==> config.mk <==
export PLATFORM = sky130hd
export DESIGN_NAME = timebase_gen
export DESIGN_NICKNAME = d
export VERILOG_FILES = /design/src/rtl/timebase_gen.sv
export SDC_FILE = /design/constraint.sdc
export NUM_CORES = 1
export LEC_CHECK = 0
export BUFFER_PORTS_ARGS = -buffer_cell sky130_fd_sc_hd__clkbuf_2
export CAP_MARGIN = 20
export CORE_MARGIN = 1
export CORE_UTILIZATION = 62
export CTS_CLUSTER_SIZE = 40
export DETAILED_ROUTE_END_ITERATION = 8
export GPL_TIMING_DRIVEN = 1
export PLACE_DENSITY_LB_ADDON = 0.3
export SYNTH_ARGS = -nofsm -noshare
export SYNTH_HDL_FRONTEND = slang
export SYNTH_SLANG_ARGS = --single-unit
==> constraint.sdc <==
create_clock -name clk -period 4 [get_ports clk]
set_input_delay 0.6 -clock clk [delete_from_list [all_inputs] [get_ports clk]]
set_output_delay 0.6 -clock clk [all_outputs]
set_load 0.1 [all_outputs]
==> src/rtl/timebase_gen.sv <==
// timebase_gen
//   Timebase for the counter/display datapath. Produces three timing outputs:
//   - a one-cycle period pulse from a runtime-programmable main divider,
//   - a digit scan select with a one-hot strobe for the display mux,
//   - a one-cycle tick on each rising edge of one chosen main-counter bit.
//
// Ports
//   clk        in   clock
//   rst_n      in   asynchronous active-low reset
//   en         in   main counter advance enable
//   clr        in   synchronous clear of main counter (wins over en)
//   period_wr  in   period write strobe
//   period_in  in   new period in cycles; a value of zero is ignored
//   pulse_out  out  one-cycle pulse, high in the cycle after the counter wraps
//   dig_sel    out  current digit index, 0..DIGITS-1
//   dig_strb   out  one-hot digit strobe (bit i = digit i)
//   tick       out  one-cycle pulse after cnt[TICK_TAP] rises
module timebase_gen #(
    parameter int CNT_WIDTH  = 32,
    parameter int DEF_PERIOD = 25_000_000,
    parameter int DIGITS     = 4,
    parameter int SEL_W      = 2,
    parameter int SCAN_DIV   = 32768,
    parameter int TICK_TAP   = 22
) (
    input  logic                 clk,
    input  logic                 rst_n,
    input  logic                 en,
    input  logic                 clr,
    input  logic                 period_wr,
    input  logic [CNT_WIDTH-1:0] period_in,
    output logic                 pulse_out,
    output logic [SEL_W-1:0]     dig_sel,
    output logic [DIGITS-1:0]    dig_strb,
    output logic                 tick
);

    localparam int                   PRE_W    = (SCAN_DIV > 1) ? $clog2(SCAN_DIV) : 1;
    localparam logic [CNT_WIDTH-1:0] DEF_P    = CNT_WIDTH'(DEF_PERIOD);
    localparam logic [CNT_WIDTH-1:0] CNT_ONE  = CNT_WIDTH'(1);
    localparam logic [PRE_W-1:0]     PRE_LAST = PRE_W'(SCAN_DIV - 1);
    localparam logic [PRE_W-1:0]     PRE_ONE  = PRE_W'(1);
    localparam logic [SEL_W-1:0]     SEL_LAST = SEL_W'(DIGITS - 1);
    localparam logic [SEL_W-1:0]     SEL_ONE  = SEL_W'(1);

    logic [CNT_WIDTH-1:0] cnt_q, cnt_d;
    logic [CNT_WIDTH-1:0] period_q, period_d;
    logic [CNT_WIDTH-1:0] shadow_q, shadow_d;
    logic                 pending_q, pending_d;
    logic                 pulse_q, pulse_d;
    logic [PRE_W-1:0]     pre_q, pre_d;
    logic [SEL_W-1:0]     sel_q, sel_d;
    logic                 tap_q, tap_d;
    logic                 tick_q, tick_d;

    logic terminal;
    logic wrap;

    assign terminal = (cnt_q == (period_q - CNT_ONE));
    assign wrap     = en & ~clr & terminal;

    always_comb begin
        cnt_d     = cnt_q;
        period_d  = period_q;
        shadow_d  = shadow_q;
        pending_d = pending_q;
        pre_d     = pre_q + PRE_ONE;
        sel_d     = sel_q;
        pulse_d   = wrap;
        tap_d     = cnt_q[TICK_TAP];
        tick_d    = cnt_q[TICK_TAP] & ~tap_q;

        if (clr) begin
            cnt_d = '0;
        end else if (en) begin
            cnt_d = terminal ? '0 : cnt_q + CNT_ONE;
        end

        // A pending period only takes effect at a period boundary (wrap or clear),
        // so the running period is never cut short or stretched.
        if ((wrap || clr) && pending_q) begin
            period_d  = shadow_q;
            pending_d = 1'b0;
        end

        // Evaluated after the apply step: a write that coincides with a wrap
        // stays in the shadow register for the following period.
        if (period_wr && (period_in != '0)) begin
            shadow_d  = period_in;
            pending_d = 1'b1;
        end

        // Scan path runs free of en/clr.
        if (pre_q == PRE_LAST) begin
            pre_d = '0;
            sel_d = (sel_q == SEL_LAST) ? '0 : sel_q + SEL_ONE;
        end
    end

    always_ff @(posedge clk or negedge rst_n) begin
        if (!rst_n) begin
            cnt_q     <= '0;
            period_q  <= DEF_P;
            shadow_q  <= DEF_P;
            pending_q <= 1'b0;
            pulse_q   <= 1'b0;
            pre_q     <= '0;
            sel_q     <= '0;
            tap_q     <= 1'b0;
            tick_q    <= 1'b0;
        end else begin
            cnt_q     <= cnt_d;
            period_q  <= period_d;
            shadow_q  <= shadow_d;
            pending_q <= pending_d;
            pulse_q   <= pulse_d;
            pre_q     <= pre_d;
            sel_q     <= sel_d;
            tap_q     <= tap_d;
            tick_q    <= tick_d;
        end
    end

    always_comb begin
        dig_strb = '0;
        for (int i = 0; i < DIGITS; i++) begin
            dig_strb[i] = (sel_q == SEL_W'(i));
        end
    end

    assign pulse_out = pulse_q;
    assign dig_sel   = sel_q;
    assign tick      = tick_q;

endmodule

Word-level counts from Yosys, hierarchy flattened. Cells that the tools add are included.

Register bits: 117. Latch bits: 0. Memory bits (writable): 0. ROM bits: 0. Memories: 0.

Add/sub/neg operators: 4. $mul: 0. Div/mod/pow operators: 0. Magnitude comparators: 0. Equality and inequality tests: 5. Shift operators: 0. Muxes and demuxes: 7. Bitwise gates (word level): 5. Reduce and logical (&&, ||, !) cells: 7.

Operators by type and width (number): $mux W32 (3); $add A32 B1 Y32 const B (1); $eq A32 B32 Y1 (1); $reduce_bool A32 Y1 (1); $sub A32 B1 Y32 const B (1); $add A15 B1 Y15 const B (1); $eq A15 B15 Y1 const B (1); $mux W15 (1); $eq A2 B2 Y1 const B (2); $reduce_bool A2 Y1 (2); $and A1 B1 Y1 (3); $add A2 B1 Y2 const B (1); $eq A2 B1 Y1 const B (1); $logic_and A1 B1 Y1 (2); $logic_not A2 Y1 (1); $mux W1 (2); $mux W2 (1); $not A1 Y1 (2); $logic_or A1 B1 Y1 (1).

Logic depth before layout (Yosys ltp). Gate-level depths: netlist of the first run.

Word-level depth: 7. Mapped depth: 13. Gate-level depth less buffers: 10.

Worst setup path before layout of the first run. OpenSTA, ideal clock, no wires.

Path kind: reg-to-reg. Start: reg period_q[0]. End: reg period_q[17]. Setup time: 151 ps. Data arrival time: 3141 ps. Required time: 3849 ps. Slack: 708 ps. Cell stages (with the launch flop): 14. Period minus slack after synthesis: 3292 ps. Cell sequence: dfrtp_1 > buf_2 > inv_1 > ha_1 > nor3b_1 > clkbuf_1 > nand3_1 > nor2_1 > mux2_2 > or2_2 > or4_4 > nor2_8 > buf_6 > o311ai_0.

Word-level cells in the longest chain between the ends: 5.

Ends and longest elaborated chain: start: declaration (RTL line 47) `logic [CNT_WIDTH-1:0] period_q, period_d;`; start signal: assignment (RTL line 113) `period_q <= period_d;`; $sub A32 B1 Y32 (RTL line 59) `assign terminal = (cnt_q == (period_q - CNT_ONE));`; $eq A32 B32 Y1 (RTL line 59); $and A1 B1 Y1 (RTL line 60) `assign wrap = en & ~clr & terminal;`; $logic_or A1 B1 Y1 (RTL line 81) `if ((wrap || clr) && pending_q) begin`; $logic_and A1 B1 Y1 (RTL line 81).

Every way passes these cells. A chain may end at the register's enable or synchronous reset.

Worst setup path in the final report of the first run.
Start: reg period_q[0]. End: reg period_q[21].

The elaborated chain is that of the path after synthesis.

==> results of run 1 <==
-- placed cells by master (no fill, tap or decap), drive strengths merged, types with 14 or more instances in the layout --
| master | count |
|---|---|
| a221oi | 28 |
| and3 | 46 |
| buf | 14 |
| clkbuf | 63 |
| dfrtp | 93 |
| dfstp | 24 |
| inv | 36 |
| mux2 | 34 |
| nand2 | 26 |
| nand3 | 61 |
| nand4 | 22 |
| nor2 | 57 |
| nor3 | 44 |
| nor4 | 24 |
| o21ai | 23 |
| o311ai | 28 |
| xnor2 | 45 |
| xor2 | 36 |
-- where the power goes --
group          total, mW  switching (mW)  internal (mW)  leakage [nW]
Clock               1.58           0.553           1.03         0.294
Combinational      0.572           0.320          0.252          1.74
Sequential          1.49           0.177           1.31          1.43
-- flip-flops by register name, summed over array words and instances, names as in the netlist --
signal,flops
tap_q,1
period_q,32
pre_q,15
dig_sel,2
pulse_out,1
tick,1
cnt_q,32
shadow_q,32
pending_q,1
-- worst register-to-register path, stage by stage, from the launching register on --
cell      delay, ps
dfrtp_1         480
inv_1           150
ha_1            180
nor3b_1         390
nand3_1         230
nor2_1          340
mux2_2          400
or2_2           320
or4_4           550
nor2_8          340
o311ai_0        240
-- per-layer routing --
layer,track usage [%],wire [um]
met1,45.6,8550
met2,52.4,9050
met3,6.21,1390
met4,13.4,499
met5,0,0
-- worst paths after layout --
check	startpoint	slack (ps)	cells past startpoint	endpoint
setup reg to reg	period_q[0]	260	10	period_q[21]
hold / removal	rst_n	210	1	pre_q[9]
setup / recovery	period_q[0]	260	10	period_q[21]
min in group clk	tap_q	390	1	tick
hold reg to reg	tap_q	390	1	tick
max in group asynchronous	rst_n	2810	2	shadow_q[6]
-- stage by stage --
stage	std cells	setup WS, ps	util (%)
after floorplan	799	708	-
after global placement	935	464	66.2
after detailed placement	936	329	66.5
after CTS	968	297	71.8
after global routing	969	78.7	72.1
final	969	258	72.1
-- kinds of logic after synthesis --
| kind of cell | synth area share, % |
|---|---|
| AOI/OAI and AO/OA | 12.9 |
| xor gates and xnor gates | 9.82 |
| adders and majority gates | 1.17 |
| buffers and inverters | 5.64 |
| DFF | 39.7 |
| muxes | 5.40 |
| and+or+nand+nor | 25.4 |
-- area by class of cell --
| class | instances | area (sq um) | share of cell area (%) |
|---|---|---|---|
| clock buffers | 20 | 467 | 5.60 |
| flip-flops and latches | 117 | 2960 | 35.5 |
| repair buffers | 57 | 360 | 4.32 |
| clock inverters | 12 | 153 | 1.83 |
| inverters | 36 | 135 | 1.62 |
| well taps | 143 | 179 | 2.15 |
| multi-input cells | 584 | 4080 | 49.0 |
==> results by group, run 1 <==
Synth
  – Top-count cell post-synth: dfrtp_1
  – Cell variety after synth: 63
  – Top post-synthesis cells by count: 93 x dfrtp_1, 61 x nand3_1, 56 x nor2_1
  – Post-synthesis register bit count: 117
  – EDFF count, synth: 0
  – Synth Flop Type: dfrtp_1
  – Seq/Total Area, Yosys: 39.7%
  – Synth Warn #: 0
  – Synth area leaders: dfrtp_1 31%, dfstp_2 8.5%, xnor2_1 5.3%, mux2_2 5.1%, xor2_1 4.2%
  – Synth Cell Area: 7460 sq um
  – Post-Synthesis Net Count: 843
  – Area fraction of the dominant cell type after synthesis: 31.2%
  – Async set or reset register ratio after synthesis: 100%
  – Synthesized instance count: 799
  – Avg Inst Size Synth: 9.33 sq um
  – Yosys top cell by area: dfrtp_1

Worst setup path
  – Critical path arrival: 4020 ps
  – Slowest-stage cell, CP: or4_4
  – Crit-path max FO: 27
  – CP Launch Type: flop
  – Critical path endpoint category: flop
  – CP Class: reg2reg
  – WP buf/inv: 1
  – CP top delay family: simple AND/OR/NAND/NOR gates
  – CP cell instances: inv_1 > ha_1 > nor3b_1 > nand3_1 > nor2_1 > mux2_2 > or2_2 > or4_4 > nor2_8 > o311ai_0
  – WP data required: 4280 ps
  – Max incr delay on CP: 550 ps

Layout
  – NumNets Final: 857
  – Layout cells sized above 1: 20.3%
  – Filler cells: 872
  – Area grow syn2layout: 11.8%
  – Finished Cell Area: 8330 sq um
  – Number of diodes: 0

Floorplanning
  – Core area: 11600 sq um
  – Initial core utilization: 64.5%
  – Die Area: 12500 sq um
  – # rows: 39
  – Die X: 112 um
  – I/O Pins: 45
  – Die Ht: 112 um

CTS
  – Post_cts resized: 0
  – H-tree levels: 4
  – Post-CTS setup buffer count: 0
  – Clk sinks: 117
  – CTS root buf: clkbuf_16
  – Worst skew pair latency: 420 ps
  – Reg clk slew, reported paths: 60 ps
  – CTS Hold Bufs: 0
  – CTS tree: done
  – Clock buffer depth: 2
  – CTS Buf Count: 17

Run status
  – Status: finished clean

Job
  – Number of max-cap violations: 0

Place
  – DP Area: 7690 sq um
  – Post-DP HPWL: 13.5 mm
  – RD Place Congestion: 0.927
  – IO Port Bufs: 44

Power and ir drop
  – Power Dens Cells: 437 nW/um^2
  – Static leakage: 3.46 nW
  – Peak VDD IR: 579 uV
  – Total power: 3.64 mW

Timing
  – Unrepaired setup endpoints after global routing: no
  – Setup TNS Final: 0 ps
  – Final setup viols: 0
  – FMAX: 267 MHz
  – Period utilization: 93.5%
  – Clock skew: 11.7 ps
  – Slew Limit Fails: 0
  – Worst-margin pin slew: 748 ps
  – Worst Hold Slack: 209 ps
  – Slew headroom: 49.7%
  – Tmin final: 3740 ps
  – Final hold violations: 0

Route
  – TritonRoute pass-1 iters: 5
  – Avg WL per Cell: 20.1 um
  – DRT iter0 DRCs: 687
  – Number of remaining DRC errors: 0
  – Via Count: 6497
  – ANT nets after route: 0
  – Vias per cell: 6.70
  – Final WL: 19.5 mm

Global routing
  – Total grt overflow: 0
  – Number of global-route vias before repair: 6291
  – Largest net degree at the start of global routing: 75
  – Gr usage total: 33.3%
  – First-pass GRT wire length: 32.6 mm
  – Initial antenna violation count: 0

Worst hold path
  – Min-Delay Path Class: in2async
No activity file was read; power rests on OpenSTA's default activity.
==> inputs of run 2 (changes only) <==
--- a/config.mk
+++ b/config.mk
@@ -5,10 +5,13 @@
 export SDC_FILE = /design/constraint.sdc
 export NUM_CORES = 1
 export LEC_CHECK = 0
+export ABC_CLOCK_PERIOD_IN_PS = 4000
 export BUFFER_PORTS_ARGS = -buffer_cell sky130_fd_sc_hd__clkbuf_2
 export CAP_MARGIN = 20
+export CELL_PAD_IN_SITES_DETAIL_PLACEMENT = 0
+export CELL_PAD_IN_SITES_GLOBAL_PLACEMENT = 2
 export CORE_MARGIN = 1
-export CORE_UTILIZATION = 62
+export CORE_UTILIZATION = 37
 export CTS_CLUSTER_SIZE = 40
 export DETAILED_ROUTE_END_ITERATION = 8
 export GPL_TIMING_DRIVEN = 1
==> results by group, run 2 (same netlist as run 1, synthesis figures left out) <==
Worst setup path
  – R2r setup slk: 360 ps
  – CP cell instances: inv_1 > ha_1 > nor3b_2 > nand3_1 > nor2_1 > mux2_2 > or2_2 > or4_4 > nor2_8 > o311ai_0
  – CP Launch Type: flop
  – Crit-path max FO: 27
  – Startpoint of the worst register-to-register path: period_q[0]
  – CP Launch Point: period_q[0]
  – Max incr delay on CP: 560 ps
  – Stages on worst setup path: 10
  – Slowest-stage cell, CP: or4_4
  – CP Class: reg2reg
  – Reg-to-Reg End: period_q[9]
  – WP data required: 4270 ps
  – CP top delay family: simple AND/OR/NAND/NOR gates
  – Critical path arrival: 3900 ps
  – Critical path endpoint category: flop
  – R2R cell count: 10
  – WP buf/inv: 1
  – Worst setup path end: period_q[9]

Floorplanning
  – Die X: 144 um
  – Core area: 19600 sq um
  – Die Area: 20700 sq um
  – # rows: 51
  – Die Ht: 144 um
  – I/O Pins: 45
  – Initial core utilization: 38.1%

Place
  – Placed insts: 1061
  – IO Port Bufs: 44
  – Pre-CTS WS: 201 ps
  – Post-DP HPWL: 14.6 mm
  – RD Place Congestion: 0.864

Layout
  – Layout cells sized above 1: 20.6%
  – Number of diodes: 0
  – Most frequent cells in the layout: 93 x dfrtp_1, 61 x nand3_1, 56 x nor2_1
  – Multi-input gate area: 4090 sq um
  – Non-Filler Instances: 1094
  – Regs by FF count: cnt_q: 32 flops, period_q: 32 flops, shadow_q: 32 flops
  – Register area: 2960 sq um
  – Most common cell after layout, fill and taps aside: dfrtp_1
  – Filler cells: 1902
  – NumNets Final: 860
  – Area grow syn2layout: 13.7%

Route
  – TritonRoute pass-1 iters: 6
  – DRT iter0 DRCs: 449
  – Vias per cell: 5.75
  – Number of remaining DRC errors: 0
  – Avg WL per Cell: 19.1 um
  – Via Count: 6294
  – ANT nets after route: 0
  – Final WL: 20.9 mm

Job
  – Number of max-cap violations: 0

Timing
  – Final setup viols: 0
  – Tmin final: 3640 ps
  – Unrepaired setup endpoints after global routing: no
  – Period utilization: 90.9%
  – Setup TNS Final: 0 ps
  – Slew Limit Fails: 0
  – Final hold violations: 0
  – FMAX: 275 MHz
  – Post-route setup slack: 363 ps
  – Clock skew: 12.3 ps
  – Slew headroom: 43.1%
  – Worst-margin pin slew: 853 ps

Power and ir drop
  – Sequential Power Share: 41.1%
  – Sw Share: 31.0%
  – Total power: 3.62 mW
  – Peak VDD IR: 256 uV
  – Clk pwr share: 43.3%
  – Part of the power in combinational logic: 15.7%
  – P_sw: 1.12 mW
  – Static leakage: 3.47 nW
  – Pint: 2.50 mW
  – Power Dens Cells: 427 nW/um^2

CTS
  – Clock buffer depth: 2
  – Clk sinks: 117
  – Reg clk slew, reported paths: 60 ps
  – CTS Buf Count: 17
  – CTS root buf: clkbuf_16
  – Worst skew pair latency: 430 ps
  – Post-CTS setup buffer count: 0
  – CTS tree: done
  – H-tree levels: 4

Run status
  – Status: finished clean

Global routing
  – First-pass GRT wire length: 34.2 mm
  – Gr usage total: 22.0%
  – Total grt overflow: 0
  – Number of global-route vias before repair: 6224
  – Initial antenna violation count: 0
  – Largest net degree at the start of global routing: 60

Worst hold path
  – Min-Delay Path Class: in2async
## run 2: cell types whose count changed in the layout (fill, tap and decap cells not counted), sizes merged
cell,previous run,this run
inv,36,44
clkbuf,63,61
clkinvlp,4,1
buf,14,17
clkinv,5,3
bufinv,3,2
## run 2: metal layers
layer	global-route usage (%)	up-vias	routed length, um
li1	-	3006	-
met1	30.5	3118	10300
met2	34.0	146	9510
met3	4.00	24	779
met4	7.78	0	314
met5	0	-	0
## run 2: layout make-up
cell class	instances	area share, %
sequential	117	34.9
inverter	36	1.59
clock buffer	18	5.06
timing repair buffer	60	4.43
clock inverter	14	1.95
multi-input combinational	584	48.2
tap	265	3.91
## run 2: timing repair
item,CTS,global route
hold buffers,0,0
hold endpoints to repair,0,0
gates resized for setup,0,1
endpoints found under the setup margin,0,27
## run 2: worst min path at each step
stage / from / to / depth (start not counted) / slack [ps]
final: rst_n / cnt_q[25] / 1 / 270
after detailed placement: tap_q / tick / 1 / 390
after floorplan: rst_n / cnt_q[0] / 0 / 300
after CTS: rst_n / cnt_q[27] / 1 / 290
after global routing: rst_n / period_q[30] / 1 / 330
after global placement: tap_q / tick / 1 / 380
## run 2: power by group through the flow
stage               Sequential, mW  Combinational (mW)  Clock, mW
finish                        1.49               0.568       1.57
floorplan                     1.41               0.458          0
CTS                           1.48               0.566       1.61
global route                  1.51               0.637       1.66
detailed placement            1.51               0.563          0
global placement              1.50               0.555          0
## run 2: stage by stage
step                      hold WS, ps  util (%)  instance area (sq um)
final                             272      43.3                   8480
after detailed placement          387      40.1                   7850
after global placement            380      40.1                   7850
after CTS                         293      43.1                   8450
after floorplan                   304         -                   7460
after global routing              333      43.3                   8480
## run 2: worst reg2reg max path, delay by kind of cell, from the launching register on
family          cells  cell delay [ps]
compound gates      1              180
fa+ha+maj           1              190
buf+inv             1              140
flops               1              480
mux                 1              390
simple gates        6             2090
==> inputs of run 3 (changes only) <==
--- a/config.mk
+++ b/config.mk
@@ -5,13 +5,14 @@
 export SDC_FILE = /design/constraint.sdc
 export NUM_CORES = 1
 export LEC_CHECK = 0
+export ABC_AREA = 1
 export ABC_CLOCK_PERIOD_IN_PS = 4000
 export BUFFER_PORTS_ARGS = -buffer_cell sky130_fd_sc_hd__clkbuf_2
 export CAP_MARGIN = 20
 export CELL_PAD_IN_SITES_DETAIL_PLACEMENT = 0
 export CELL_PAD_IN_SITES_GLOBAL_PLACEMENT = 2
 export CORE_MARGIN = 1
-export CORE_UTILIZATION = 37
+export CORE_UTILIZATION = 36
 export CTS_CLUSTER_SIZE = 40
 export DETAILED_ROUTE_END_ITERATION = 8
 export GPL_TIMING_DRIVEN = 1
==> results by group, run 3 <==
Run status
  – Status: finished clean

Place
  – DP Area: 7460 sq um
  – RD Place Congestion: 0.838
  – Post-DP HPWL: 14.3 mm
  – Pre-CTS WS: 974 ps
  – IO Port Bufs: 44

Timing
  – Post-route setup slack: 981 ps
  – Tmin final: 3020 ps
  – Unrepaired setup endpoints after global routing: no
  – Final setup viols: 0
  – Final hold violations: 0
  – Slew headroom: 33.1%
  – Period utilization: 75.5%
  – Slew Limit Fails: 0
  – Worst-margin pin slew: 1000 ps
  – FMAX: 331 MHz
  – Setup TNS Final: 0 ps
  – Clock skew: 7.54 ps

Worst setup path
  – Slowest-stage cell, CP: dfrtp_1
  – Reg-to-Reg End: period_q[28]
  – CP top delay family: simple AND/OR/NAND/NOR gates
  – Max incr delay on CP: 390 ps
  – WP data required: 4300 ps
  – Critical path endpoint category: flop
  – Crit-path max FO: 33
  – Startpoint of the worst register-to-register path: period_q[0]
  – WP buf/inv: 1
  – Critical path arrival: 3320 ps
  – CP Launch Type: flop
  – CP cell instances: inv_1 > ha_1 > nand2_2 > nor2_4 > nand2_2 > o21bai_1 > o21ai_1 > nor2_1 > nand3_1 > nor2_1 > nand3_2 > nand2_4 > nand2_4 > nand2_1 > nand2_1
  – R2R cell count: 15
  – R2r setup slk: 980 ps
  – CP Class: reg2reg

Layout
  – Most common cell after layout, fill and taps aside: nand2_1
  – NumNets Final: 1037
  – Layout cells sized above 1: 13.1%
  – Number of diodes: 0
  – Area grow syn2layout: 15.1%
  – Most frequent cells in the layout: 280 x nand2_1, 114 x inv_1, 107 x nor2_1
  – Regs by FF count: cnt_q: 32 flops, period_q: 32 flops, shadow_q: 32 flops
  – Finished Cell Area: 8040 sq um

Route
  – Final WL: 18.2 mm
  – Via Count: 5961
  – ANT nets after route: 0
  – Avg WL per Cell: 14.4 um
  – Vias per cell: 4.71
  – Number of remaining DRC errors: 0
  – DRT iter0 DRCs: 388
  – TritonRoute pass-1 iters: 5

Global routing
  – Met2 Usage GRT: 29.5%
  – Gr usage total: 19.7%
  – Largest net degree at the start of global routing: 62
  – Met3 GRT Util: 3.10%
  – First-pass GRT wire length: 30.2 mm
  – Total grt overflow: 0
  – GRT busiest layer: met2
  – Initial antenna violation count: 0
  – Number of global-route vias before repair: 5742
  – Met1 usage: 28.8%

Synth
  – Fraction of the mapped netlist area in simple logic gates: 33.1%
  – Yosys top cell by area: dfrtp_1
  – Synth area leaders: dfrtp_1 33%, nand2_1 15%, dfstp_2 9.0%, inv_1 6.1%, xor2_1 5.8%
  – Synth Area in Compound Gates: 6.95%
  – EDFF count, synth: 0
  – Largest family of logic cells by synthesized area: simple AND/OR/NAND/NOR gates
  – Post-Synthesis Net Count: 992
  – Adder-cell share of the synthesized area: 1.25%
  – Xor-xnor portion of the synthesized cell area: 7.40%
  – Synth Warn #: 0
  – Synthesized instance count: 948
  – Async set or reset register ratio after synthesis: 100%
  – Area fraction of the dominant cell type after synthesis: 33.3%
  – Synth Cell Area: 6980 sq um
  – Top-count cell post-synth: nand2_1
  – Mux cell area share after synthesis: 0.806%
  – Seq/Total Area, Yosys: 42.4%
  – Synth Flop Type: dfrtp_1
  – Avg Inst Size Synth: 7.37 sq um
  – Top post-synthesis cells by count: 280 x nand2_1, 114 x inv_1, 107 x nor2_1
  – Cell variety after synth: 40
  – Post-synthesis register bit count: 117

CTS
  – Post-CTS setup buffer count: 0
  – CTS Hold Bufs: 0
  – Clock buffer depth: 2
  – CTS tree: done
  – H-tree levels: 4
  – CTS root buf: clkbuf_16
  – Post_cts resized: 0
  – CTS Buf Count: 17
  – Worst skew pair latency: 420 ps
  – Clk sinks: 117
  – Reg clk slew, reported paths: 60 ps

Floorplanning
  – I/O Pins: 45
  – Die Ht: 141 um
  – Initial core utilization: 37.1%
  – Core area: 18800 sq um
  – Die Area: 20000 sq um
  – # rows: 50
  – Die X: 141 um

Worst hold path
  – Min-Delay Path Class: in2async

Job
  – Number of max-cap violations: 0

Power and ir drop
  – Peak VDD IR: 297 uV
  – Sw Share: 30.3%
  – Total power: 3.43 mW
  – Sequential Power Share: 40.8%
  – Part of the power in combinational logic: 15.9%
  – Static leakage: 3.92 nW
  – Pint: 2.39 mW
  – P_sw: 1.04 mW
  – Power Dens Cells: 427 nW/um^2
  – Clk pwr share: 43.4%
==> run 3: cell count changes after synthesis, moves of 24 or more <==
cell / previous run / this run
nand2_1: 26 / 280
inv_1: 36 / 114
nor2_1: 56 / 107
and3_1: 46 / 0
clkbuf_1: 46 / 12
xnor2_1: 45 / 13
nor3_1: 42 / 12
mux2_2: 34 / 5
a221oi_1: 28 / 0
o311ai_0: 24 / 0
==> run 3: logic make-up (layout without fill, tap and decap cells) <==
family,count (synthesis),count (layout)
and+or+nand+nor,532,532
adders and majority gates,7,7
AOI/OAI and AO/OA,86,86
buffers and inverters,142,200
DFF,117,117
xor gates and xnor gates,59,59
muxes,5,5
==> run 3: cell type report <==
cell class                 count  area, sq um
multi-input combinational    689         3460
fill                        1974        10800
sequential                   117         2960
timing repair buffer          49          273
clock inverter                15          154
inverter                     119          447
tap                          260          325
clock buffer                  17          425
==> run 3: power groups by stage <==
stage          Sequential [mW]  Clock (mW)  Combinational (mW)
2_1_floorplan             1.37           0               0.407
3_3_place_gp              1.42           0               0.554
3_5_place_dp              1.42           0               0.550
4_1_cts                   1.40        1.52               0.552
5_1_grt                   1.41        1.57               0.631
6_report                  1.40        1.49               0.544
==> run 3: metrics by stage <==
stage / hold WS, ps / std cells / utilization (%)
after floorplan: 304 / 948 / -
after global placement: 383 / 1234 / 39.6
after detailed placement: 382 / 1234 / 39.6
after CTS: 272 / 1266 / 42.7
after global routing: 301 / 1266 / 42.7
final: 248 / 1266 / 42.7
==> run 3: worst max path at each step <==
stage                startpoint      endpoint  cells past startpoint
detailed placement  period_q[0]   period_q[1]                     15
global route        period_q[0]   period_q[5]                     17
global placement    period_q[0]   period_q[0]                     15
floorplan            dig_sel[0]   dig_strb[3]                      1
CTS                 period_q[0]   period_q[1]                     15
finish              period_q[0]  period_q[28]                     15
==> run 3: routing by layer <==
layer  up-vias  part of all wire [%]
met2       107                    42
li1       3106                     -
met5         -                     0
met3        23                   3.2
met1      2725                    52
met4         0                   2.1
